`src/rtl/core2wb_bridge_pkg.sv`:
```
// Purpose : shared widths and limits for the core-to-Wishbone master bridge.
// Contents: default address/data widths (matching the wb_if widths) and the
//           default number of accepted-but-unanswered transactions.
package core2wb_bridge_pkg;

  localparam int unsigned C2W_AW        = 32;
  localparam int unsigned C2W_DW        = 32;
  localparam int unsigned C2W_MAX_OUTST = 2;

endpackage : core2wb_bridge_pkg

```
`src/rtl/core2wb_bridge.sv`:
```
// Purpose : converts the core request/grant/rvalid data interface (in-order
//           responses) into a pipelined Wishbone B4 master with up to
//           MAX_OUTST transactions in flight.
// Ports   :
//   clk, rst_n                          clock, synchronous active-low reset
//   core_req/we/addr/be/wdata    (in)   core request channel
//   core_gnt                     (out)  request accepted this cycle (comb.)
//   core_rvalid/rdata/err        (out)  response channel (comb.)
//   wb_cyc/stb/we/adr/sel/dat_o  (out)  Wishbone master request
//   wb_stall/ack/err/dat_i       (in)   Wishbone slave response
module core2wb_bridge
  import core2wb_bridge_pkg::*;
#(
  parameter int unsigned AW        = C2W_AW,
  parameter int unsigned DW        = C2W_DW,
  parameter int unsigned MAX_OUTST = C2W_MAX_OUTST
) (
  input  logic            clk,
  input  logic            rst_n,
  // core side
  input  logic            core_req,
  output logic            core_gnt,
  input  logic            core_we,
  input  logic [AW-1:0]   core_addr,
  input  logic [DW/8-1:0] core_be,
  input  logic [DW-1:0]   core_wdata,
  output logic            core_rvalid,
  output logic [DW-1:0]   core_rdata,
  output logic            core_err,
  // Wishbone side
  output logic            wb_cyc,
  output logic            wb_stb,
  output logic            wb_we,
  output logic [AW-1:0]   wb_adr,
  output logic [DW/8-1:0] wb_sel,
  output logic [DW-1:0]   wb_dat_o,
  input  logic            wb_stall,
  input  logic            wb_ack,
  input  logic            wb_err,
  input  logic [DW-1:0]   wb_dat_i
);

  localparam int unsigned SW = DW / 8;
  localparam int unsigned CW = $clog2(MAX_OUTST + 1);

  // request register
  logic          r_stb;
  logic          r_we;
  logic [AW-1:0] r_adr;
  logic [SW-1:0] r_sel;
  logic [DW-1:0] r_dat;

  // issued on the bus, not yet terminated
  logic [CW-1:0] r_out_cnt;

  logic          w_issue;
  logic          w_term;
  logic          w_gnt;
  logic [CW:0]   w_pending;

  // one extra bit so the queued strobe cannot wrap the sum
  assign w_pending = {1'b0, r_out_cnt} + (CW+1)'(r_stb);
  assign w_issue   = r_stb & ~wb_stall;
  // terminations with nothing outstanding are spurious and dropped
  assign w_term    = (wb_ack | wb_err) & (r_out_cnt != '0);
  assign w_gnt     = core_req & (~r_stb | ~wb_stall)
                   & (w_pending < (CW+1)'(MAX_OUTST));

  // Request register: load on grant, drop strobe once the slave takes it.
  always_ff @(posedge clk) begin
    if (!rst_n) begin
      r_stb <= 1'b0;
      r_we  <= 1'b0;
      r_adr <= '0;
      r_sel <= '0;
      r_dat <= '0;
    end else if (w_gnt) begin
      r_stb <= 1'b1;
      r_we  <= core_we;
      r_adr <= core_addr;
      r_sel <= core_be;
      r_dat <= core_wdata;
    end else if (w_issue) begin
      r_stb <= 1'b0;
    end
  end

  // Outstanding counter: issue and termination in one cycle cancel out.
  always_ff @(posedge clk) begin
    if (!rst_n) begin
      r_out_cnt <= '0;
    end else begin
      case ({w_issue, w_term})
        2'b10:   r_out_cnt <= r_out_cnt + CW'(1);
        2'b01:   r_out_cnt <= r_out_cnt - CW'(1);
        default: r_out_cnt <= r_out_cnt;
      endcase
    end
  end

  assign core_gnt    = w_gnt;
  assign core_rvalid = w_term;
  assign core_rdata  = wb_dat_i;
  // ack and err together count as one error termination
  assign core_err    = wb_err;

  assign wb_cyc   = r_stb | (r_out_cnt != '0);
  assign wb_stb   = r_stb;
  assign wb_we    = r_we;
  assign wb_adr   = r_adr;
  assign wb_sel   = r_sel;
  assign wb_dat_o = r_dat;

endmodule : core2wb_bridge

```
`config.mk`:
```
export PLATFORM = sky130hd
export DESIGN_NAME = core2wb_bridge
export DESIGN_NICKNAME = d
export VERILOG_FILES = /design/src/rtl/core2wb_bridge_pkg.sv /design/src/rtl/core2wb_bridge.sv
export SDC_FILE = /design/constraint.sdc
export NUM_CORES = 1
export LEC_CHECK = 0
export CAP_MARGIN = 20
export CORE_ASPECT_RATIO = 0.8
export CORE_MARGIN = 8
export CORE_UTILIZATION = 36
export DETAILED_ROUTE_END_ITERATION = 8
export PLACE_DENSITY_LB_ADDON = 0.05
export SLEW_MARGIN = 20
export SYNTH_ARGS = -nofsm -noshare
export SYNTH_HDL_FRONTEND = slang
export SYNTH_SLANG_ARGS = --single-unit
```
`constraint.sdc`:
```
create_clock -name clk -period 2.1 [get_ports clk]
set_clock_uncertainty 0.15 [all_clocks]
set_input_delay 0.21 -clock clk [delete_from_list [all_inputs] [get_ports clk]]
set_output_delay 0.21 -clock clk [all_outputs]
set_load 0.03 [all_outputs]
```
* Yosys cells after proc, flatten, opt, wreduce, memory -nomap -nowiden
Cells that the tools add are included.
** Storage, ports and cells
- Flip-flop bits (word level) :: 72
- Bits of input ports :: 107
- Output and inout bits :: 106
- Logic and storage cells :: 27
** Cells by class
- Add/subtract/negate cells :: 3
- Magnitude comparators :: 1
- Equality and inequality tests :: 2
- Multiplexer cells :: 3
- Bitwise gates (word level) :: 9
- Reduce and logical (&&, ||, !) cells :: 3
** Operator list (count)
- $reduce_bool A2 Y1 :: 3
- $and A1 B1 Y1 :: 4
- $pmux W2 S2 :: 1
- $add A2 B1 Y3 :: 1
- $lt A3 B2 Y1 const B :: 1
- $or A1 B1 Y1 :: 3
- $add A2 B1 Y2 const B :: 1
- $eq A2 B1 Y1 const B :: 1
- $eq A2 B2 Y1 const B :: 1
- $mux W1 :: 2
- $not A1 Y1 :: 2
- $sub A2 B1 Y2 const B :: 1

* Depth between registers and ports, before layout
Gate-level depths: netlist of the first run.
- Depth after elaboration :: 5
- Gate-level depth with buffers :: 5
- Gate-level depth less buffers :: 5

* Worst setup path before layout of the first run
OpenSTA, ideal clock, no wires.
- Kind :: reg-to-reg
- Start point :: register r_out_cnt[0]
- End point :: register r_out_cnt[1]
- Setup time :: 0.076 ns
- Arrival time :: 1.460 ns
- Required time :: 1.874 ns
- Setup slack :: 0.415 ns
- Cell stages (with the launch flop) :: 5
- Path buffers :: 0
- Clock period less this slack :: 1.685 ns
- Cells stage by stage :: dfxtp_1 > o22a_2 > ha_1 > or3_1 > a21boi_0
** On the way
- Longest elaborated chain between the ends :: 4
** RTL lines
- start: declaration :: line core2wb_bridge.sv:54 : logic [CW-1:0] r_out_cnt;
- start signal: assignment :: line core2wb_bridge.sv:94 : 2'b10: r_out_cnt <= r_out_cnt + CW'(1);
- start signal: assignment :: line core2wb_bridge.sv:95 : 2'b01: r_out_cnt <= r_out_cnt - CW'(1);
- start signal: assignment :: line core2wb_bridge.sv:96 : default: r_out_cnt <= r_out_cnt;
- $reduce_bool A2 Y1 (*) :: line core2wb_bridge.sv:65 : assign w_term = (wb_ack | wb_err) & (r_out_cnt != '0);
- $and A1 B1 Y1 (*) :: line core2wb_bridge.sv:65
- named net core_rvalid :: line core2wb_bridge.sv:27 : output logic core_rvalid,
- $eq A2 B1 Y1 or $eq A2 B2 Y1 (tied branches) :: line core2wb_bridge.sv:93 : case ({w_issue, w_term})
- $pmux W2 S2 or $reduce_bool A2 Y1 (tied branches)
The timed path passes the listed nets; every way through them passes the cells marked *.
A chain may end at the register's enable or synchronous reset.

* Final worst setup path of the first run
- Start point :: register r_out_cnt[0]
- End point :: output core_rvalid
** On the way
- Longest elaborated chain between the ends :: 2
** RTL lines (line)
- $reduce_bool A2 Y1 :: core2wb_bridge.sv:65
- $and A1 B1 Y1 :: core2wb_bridge.sv:65
- end: declaration :: core2wb_bridge.sv:27
Every way passes these cells.

==> results of run 1 <==
==> timing repair <==
item | in CTS | in global routing
setup buffers | 0 | 0
gates resized for setup | 1 | 0
setup endpoints to repair | 1 | 0
==> power by group through the flow <==
stage | logic (mW) | registers, mW | clock network [mW]
2_1_floorplan | 0.844 | 2.10 | 0
3_3_place_gp | 1.69 | 1.71 | 0
3_5_place_dp | 1.69 | 1.72 | 0
4_1_cts | 1.69 | 1.70 | 1.39
5_1_grt | 1.77 | 1.72 | 1.44
6_report | 1.67 | 1.69 | 1.33
==> layout make-up <==
type                            instances  share of cell area
Clock buffer                           10              0.0293
Clock inverter                          5              0.0224
Inverter                                1            0.000799
Multi-Input combinational cell        222               0.282
Sequential cell                        72               0.307
Tap cell                              115              0.0306
Timing Repair Buffer                  152               0.328
==> through the flow <==
stage,power (mW),utilization,cell area [µm²],setup slack (ns),hold WS [ns]
detailed placement,3.42,0.502,4460,0.185,0.270
global placement,3.40,0.502,4460,0.209,0.270
floorplan,2.94,-,3220,0.415,0.202
global route,4.94,0.529,4700,0.0120,0.250
CTS,4.78,0.529,4700,0.0575,0.238
finish,4.69,0.529,4700,0.0979,0.268
==> state kept, by name (all words and copies together) (netlist names) <==
register   cells
wb_sel         4
wb_adr        32
r_out_cnt      2
wb_stb         1
wb_we          1
wb_dat_o      32
==> cell families after synthesis <==
| group | count (synthesis) | synth area share |
|---|---|---|
| compound gates | 5 | 0.0113 |
| xor+xnor | 2 | 0.00543 |
| fa+ha+maj | 1 | 0.00388 |
| buf+inv | 58 | 0.144 |
| flops | 72 | 0.447 |
| mux | 69 | 0.214 |
| simple gates | 145 | 0.174 |
==> routing by layer <==
metal  GRT usage  share of wire  up-vias
met5           0              0        -
met4      0.0549          0.012        0
met3      0.0817           0.13       15
met2       0.191           0.40      100
met1       0.152           0.46     1092
li1            -              -     1305
==> worst register-to-register path: cells and delay by family (launching register included) <==
| kind | cells | cell delay [ns] |
|---|---|---|
| flip-flops | 1 | 0.38 |
| AND/OR/NAND/NOR | 1 | 0.35 |
| AO/OA/AOI/OAI | 2 | 0.41 |
| adder cells (fa/ha/maj) | 1 | 0.33 |
==> cell usage in the layout, fill, tap and decap left out, types with 2 or more instances in the layout <==
master           instances
buf_12                   3
clkinvlp_4               2
clkbuf_8                10
xnor2_1                  2
dfxtp_1                 72
buf_4                    3
bufinv_16                3
nand2_1                139
mux2i_1                 69
clkdlybuf4s50_1        145
==> worst paths after layout <==
| kind | slack [ns] | end | cells after the start | from |
|---|---|---|---|---|
| max reg2reg | 0.41 | r_out_cnt[1]$_SDFFE_PN0P_ | 4 | r_out_cnt[0]$_SDFFE_PN0P_ |
| max | 0.1 | core_rvalid | 2 | r_out_cnt[0]$_SDFFE_PN0P_ |
| min | 0.27 | wb_dat_o[1]$_SDFFE_PN0P_ | 3 | core_wdata[1] |
| min reg2reg | 0.31 | wb_dat_o[4]$_SDFFE_PN0P_ | 2 | wb_dat_o[4]$_SDFFE_PN0P_ |
==> out/results.ini, run 1 <==
[run_status]
status = finished, final reports clean

[placed_design]
gp_congestion = 0.710
dp.cells = 562
portBuffers = 148
dp_hpwl_um = 5740

[drt]
totalWireLength_um = 8330
drt_first_pass_iters = 4
drt_iter0_markers = 87
wl_per_cell_um = 14.4
ant_nets = 0
vias = 2512
drc = 0
routed_via_density = 4.35

[yosys]
ys_types = 22
yosys_register_bits = 72
seq_area_frac_synth = 0.447
syn_inst = 352
synth_top_area_share = 0.447
synth_edf_count = 0
syn_area_per_cell_um2 = 9.16
synth_area_leaders = dfxtp_1 45%, mux2i_1 21%, nand2_1 16%
synth_flop_cell = dfxtp_1
async_flop_share = 0
syn_nets = 460
yosysWarnings = 0
synth.most_common_cell = nand2_1
synth_area_um2 = 3220
synth_top_area_cell = dfxtp_1
synth.top_cells.by_count = 139 x nand2_1, 72 x dfxtp_1, 69 x mux2i_1

[grt]
antenna_found_initial = 0
overflow = 0
grt_max_degree = 142
grt_usage = 0.132
first_global_vias = 2540
grt_pass1_wl_um = 12800

[cts]
cts_num_sinks = 72
ctsHoldBuffers = 0
cts_root_buf = clkbuf_8
cts_tree = built
cts.reportedPaths.clkPinSlew_ns = 0.08
clockBufferDepth = 2
clock_latency_ns = 0.34
cts_made_buffers = 9
cts_max_level = 3

[setup_path]
endpoint_kind = output port
critPathLaunchType = flop
path_class = reg2out
crit_family = buffers and inverters
crit_fanout = 6
cp.arrival_ns = 1.64
cp.buffers_inverters = 1
cp_cell_sequence = o22a_2 > clkdlybuf4s50_1
worstPathRequired_ns = 1.74
critical_path.max_stage_delay_ns = 0.66
cp_slowest_cell = clkdlybuf4s50_1

[layout]
register_area_um2 = 1440
multiInputGateArea_um2 = 1320
drive_above_1_share = 0.0519
nFillCells = 830
final_cells = 577
diodes = 0
fin_nets = 566
area_delta_synth_final_pct = 45.7

[floorplanning]
fp-row-count = 31
die-area_um2 = 12300
core_um2 = 8880
io_pins = 213
initial_core_util = 0.363
die_h_um = 101
fp.dieW_um = 122

[pwr]
power.share.clock = 0.283
peakVddDrop_uv = 393
power.density_nw_per_um2 = 999
switching_share = 0.325
p_leak_nw = 1.90
p_seq_frac = 0.361
combPwrFrac = 0.355
switching_power_mw = 1.52
power.internal_mw = 3.17

[job]
drv_cap = 0

[sta]
setup_viol = 0
rsz0062_at_grt = false
slew_viol_final = 0
period_share = 0.953
worst_pin_slew_ns = 0.579
slew_headroom = 0.614
finalHoldViolCount = 0
tns_ns = 0
period_needed_ns = 2.00
fmax_mhz = 499

[min_path]
worst_hold_path_type = in2reg

Note: power is estimated with default switching activity, not from simulation.
==> run 2, diff against run 1 <==
- CORE_UTILIZATION: 36 -> 33
- SETUP_SLACK_MARGIN: unset -> 0.3
- clock period: 2.1 -> 1.6 ns (I/O delays scaled with it)
==> run 2 against run 1 <==
The flow now finishes with violations (negative setup slack); die area up 7.7%; routed wire length increased by 10%; global-route usage grew 0.22 points; via count rose by 5.2%; total power up 42%; sequential share of layout area shrank 0.79 points; flip-flop and latch count stayed put; worst hold slack lost 0.098 ns; critical path type unchanged; highest routed layer unchanged.
==> out/results.ini, run 2 (synthesis results as in run 1) <==
[run_status]
status = finished with violations
violations = negative setup slack

[placed_design]
placed_area_um2 = 4580  ; +2.8%
gp_congestion = 0.715  ; +0.70%
dp_hpwl_um = 6330  ; +10%
portBuffers = 148  ; unchanged
pre_cts_ws_ns = -0.149  ; -0.334 ns

[pwr]
p_total_mw = 6.65  ; +42%
p_leak_nw = 2.19  ; +15%
power.density_nw_per_um2 = 1370  ; +37%
peakVddDrop_uv = 765  ; +95%

[layout]
final_area_um2 = 4850  ; +3.2%
drive_above_1_share = 0.245  ; +0.193
final_cell_mix = 139 x nand2_1, 73 x clkdlybuf4s50_1, 70 x dfxtp_1, 69 x mux2i_1, 53 x buf_2
area_delta_synth_final_pct = 50.3
diodes = 0  ; unchanged
layout_commonest_cell = nand2_1
fin_nets = 585  ; +3.4%

[setup_path]
r2r_slack_ns = -0.02  ; -0.43 ns
worstPathRequired_ns = 1.29  ; -0.45 ns
critPathLaunchType = flop
path_class = reg2out
cp.arrival_ns = 1.35  ; -0.29 ns
crit_fanout = 3  ; -3
endpoint_kind = output port

[sta]
worst_pin_slew_ns = 0.320  ; -0.259 ns
period_share = 1.04
period_needed_ns = 1.66
slew_headroom = 0.787  ; +0.173
setup_ws_ns = -0.0573  ; -0.155 ns
tns_ns = -0.0804  ; -0.0804 ns
slew_viol_final = 0  ; unchanged
setup_viol = 2  ; +2
rsz0062_at_grt = true
finalHoldViolCount = 0  ; unchanged
whs_ns = 0.170  ; -0.0981 ns
fmax_mhz = 603

[drt]
totalWireLength_um = 9180  ; +10%
drt_first_pass_iters = 4  ; unchanged
routed_via_density = 4.40  ; +0.98%
ant_nets = 0  ; unchanged
wl_per_cell_um = 15.3  ; +5.8%
drc = 0  ; unchanged
drt_iter0_markers = 78  ; -10%
vias = 2642  ; +5.2%

[cts]
cts_max_level = 3  ; unchanged
clockBufferDepth = 2  ; unchanged
cts_num_sinks = 72  ; unchanged
cts.reportedPaths.clkPinSlew_ns = 0.06  ; -0.02 ns
cts_tree = built
cts_made_buffers = 9  ; unchanged
clock_latency_ns = 0.32  ; -0.02 ns
cts_root_buf = clkbuf_16

[floorplanning]
fp.dieW_um = 127  ; +3.9%
io_pins = 213  ; unchanged
core_um2 = 9570  ; +7.7%
die-area_um2 = 13200  ; +7.7%
initial_core_util = 0.337  ; -0.0261
fp-row-count = 32  ; +3.2%
die_h_um = 104  ; +3.7%

[grt]
first_global_vias = 2790  ; +9.8%
grt_pass1_wl_um = 14300  ; +11%
antenna_found_initial = 0  ; unchanged
grt_max_degree = 77  ; -46%
grt_usage = 0.134  ; +0.00223
overflow = 0  ; unchanged

[job]
drv_cap = 0  ; unchanged

[min_path]
worst_hold_path_type = in2out

[run 2: changes by cell type in the layout (fill, tap and decap cells not counted), moves of 7 or more]
cell             previous run  this run
clkdlybuf4s50_1           145        73
clkbuf_8                   10         2
clkbuf_16                   0        14
buf_2                       0        53
clkdlybuf4s15_2             0        13
buf_6                       0         7
[run 2: final timing paths]
check,from,endpoint,cells after the start
hold / removal,wb_dat_i[10],core_rdata[10],0
setup reg to reg,r_out_cnt[0]$_SDFFE_PN0P_,r_out_cnt[1]$_SDFFE_PN0P_,6
hold reg to reg,wb_dat_o[9]$_SDFFE_PN0P_,wb_dat_o[9]$_SDFFE_PN0P_,2
setup / recovery,r_out_cnt[0]$_SDFFE_PN0P_,core_gnt,5
[run 2: layer usage]
| layer | global-route usage | wire [µm] |
|---|---|---|
| met5 | 0 | 0 |
| met4 | 0.0574 | 186 |
| met3 | 0.0717 | 882 |
| met2 | 0.214 | 4170 |
| met1 | 0.145 | 3940 |
[run 2: timing repair]
item,CTS,global route
gates cloned,0,5
endpoints found under the setup margin,144,125
buffers inserted,4,2
resized for setup,242,104
pin swaps,2,1
hold buffers,0,0
[run 2: power by group]
part           total, mW  switching [mW]  internal, mW
Combinational       2.59            1.33          1.26
Sequential          2.21           0.134          2.08
Clock               1.84           0.706          1.14
Total               6.65            2.17          4.47
[run 2: critical path: stages (launching register included)]
cell and delay (ns):
dfxtp_4 0.35, buf_6 0.11, o21ai_2 0.10, and3_4 0.24, buf_12 0.11, buf_8 0.11
[run 2: area by class of cell]
cell class                      count  area [µm²]
Clock buffer                       16         272
Fill cell                         942        4720
Inverter                            1        3.75
Multi-Input combinational cell    222        1360
Sequential cell                    72        1450
Tap cell                          119         149
Timing Repair Buffer              171        1610
[run 2: stage by stage]
stage | cells | util
finish | 601 | 0.506
global route | 601 | 0.506
CTS | 594 | 0.518
detailed placement | 574 | 0.479
global placement | 574 | 0.479
floorplan | 352 | -
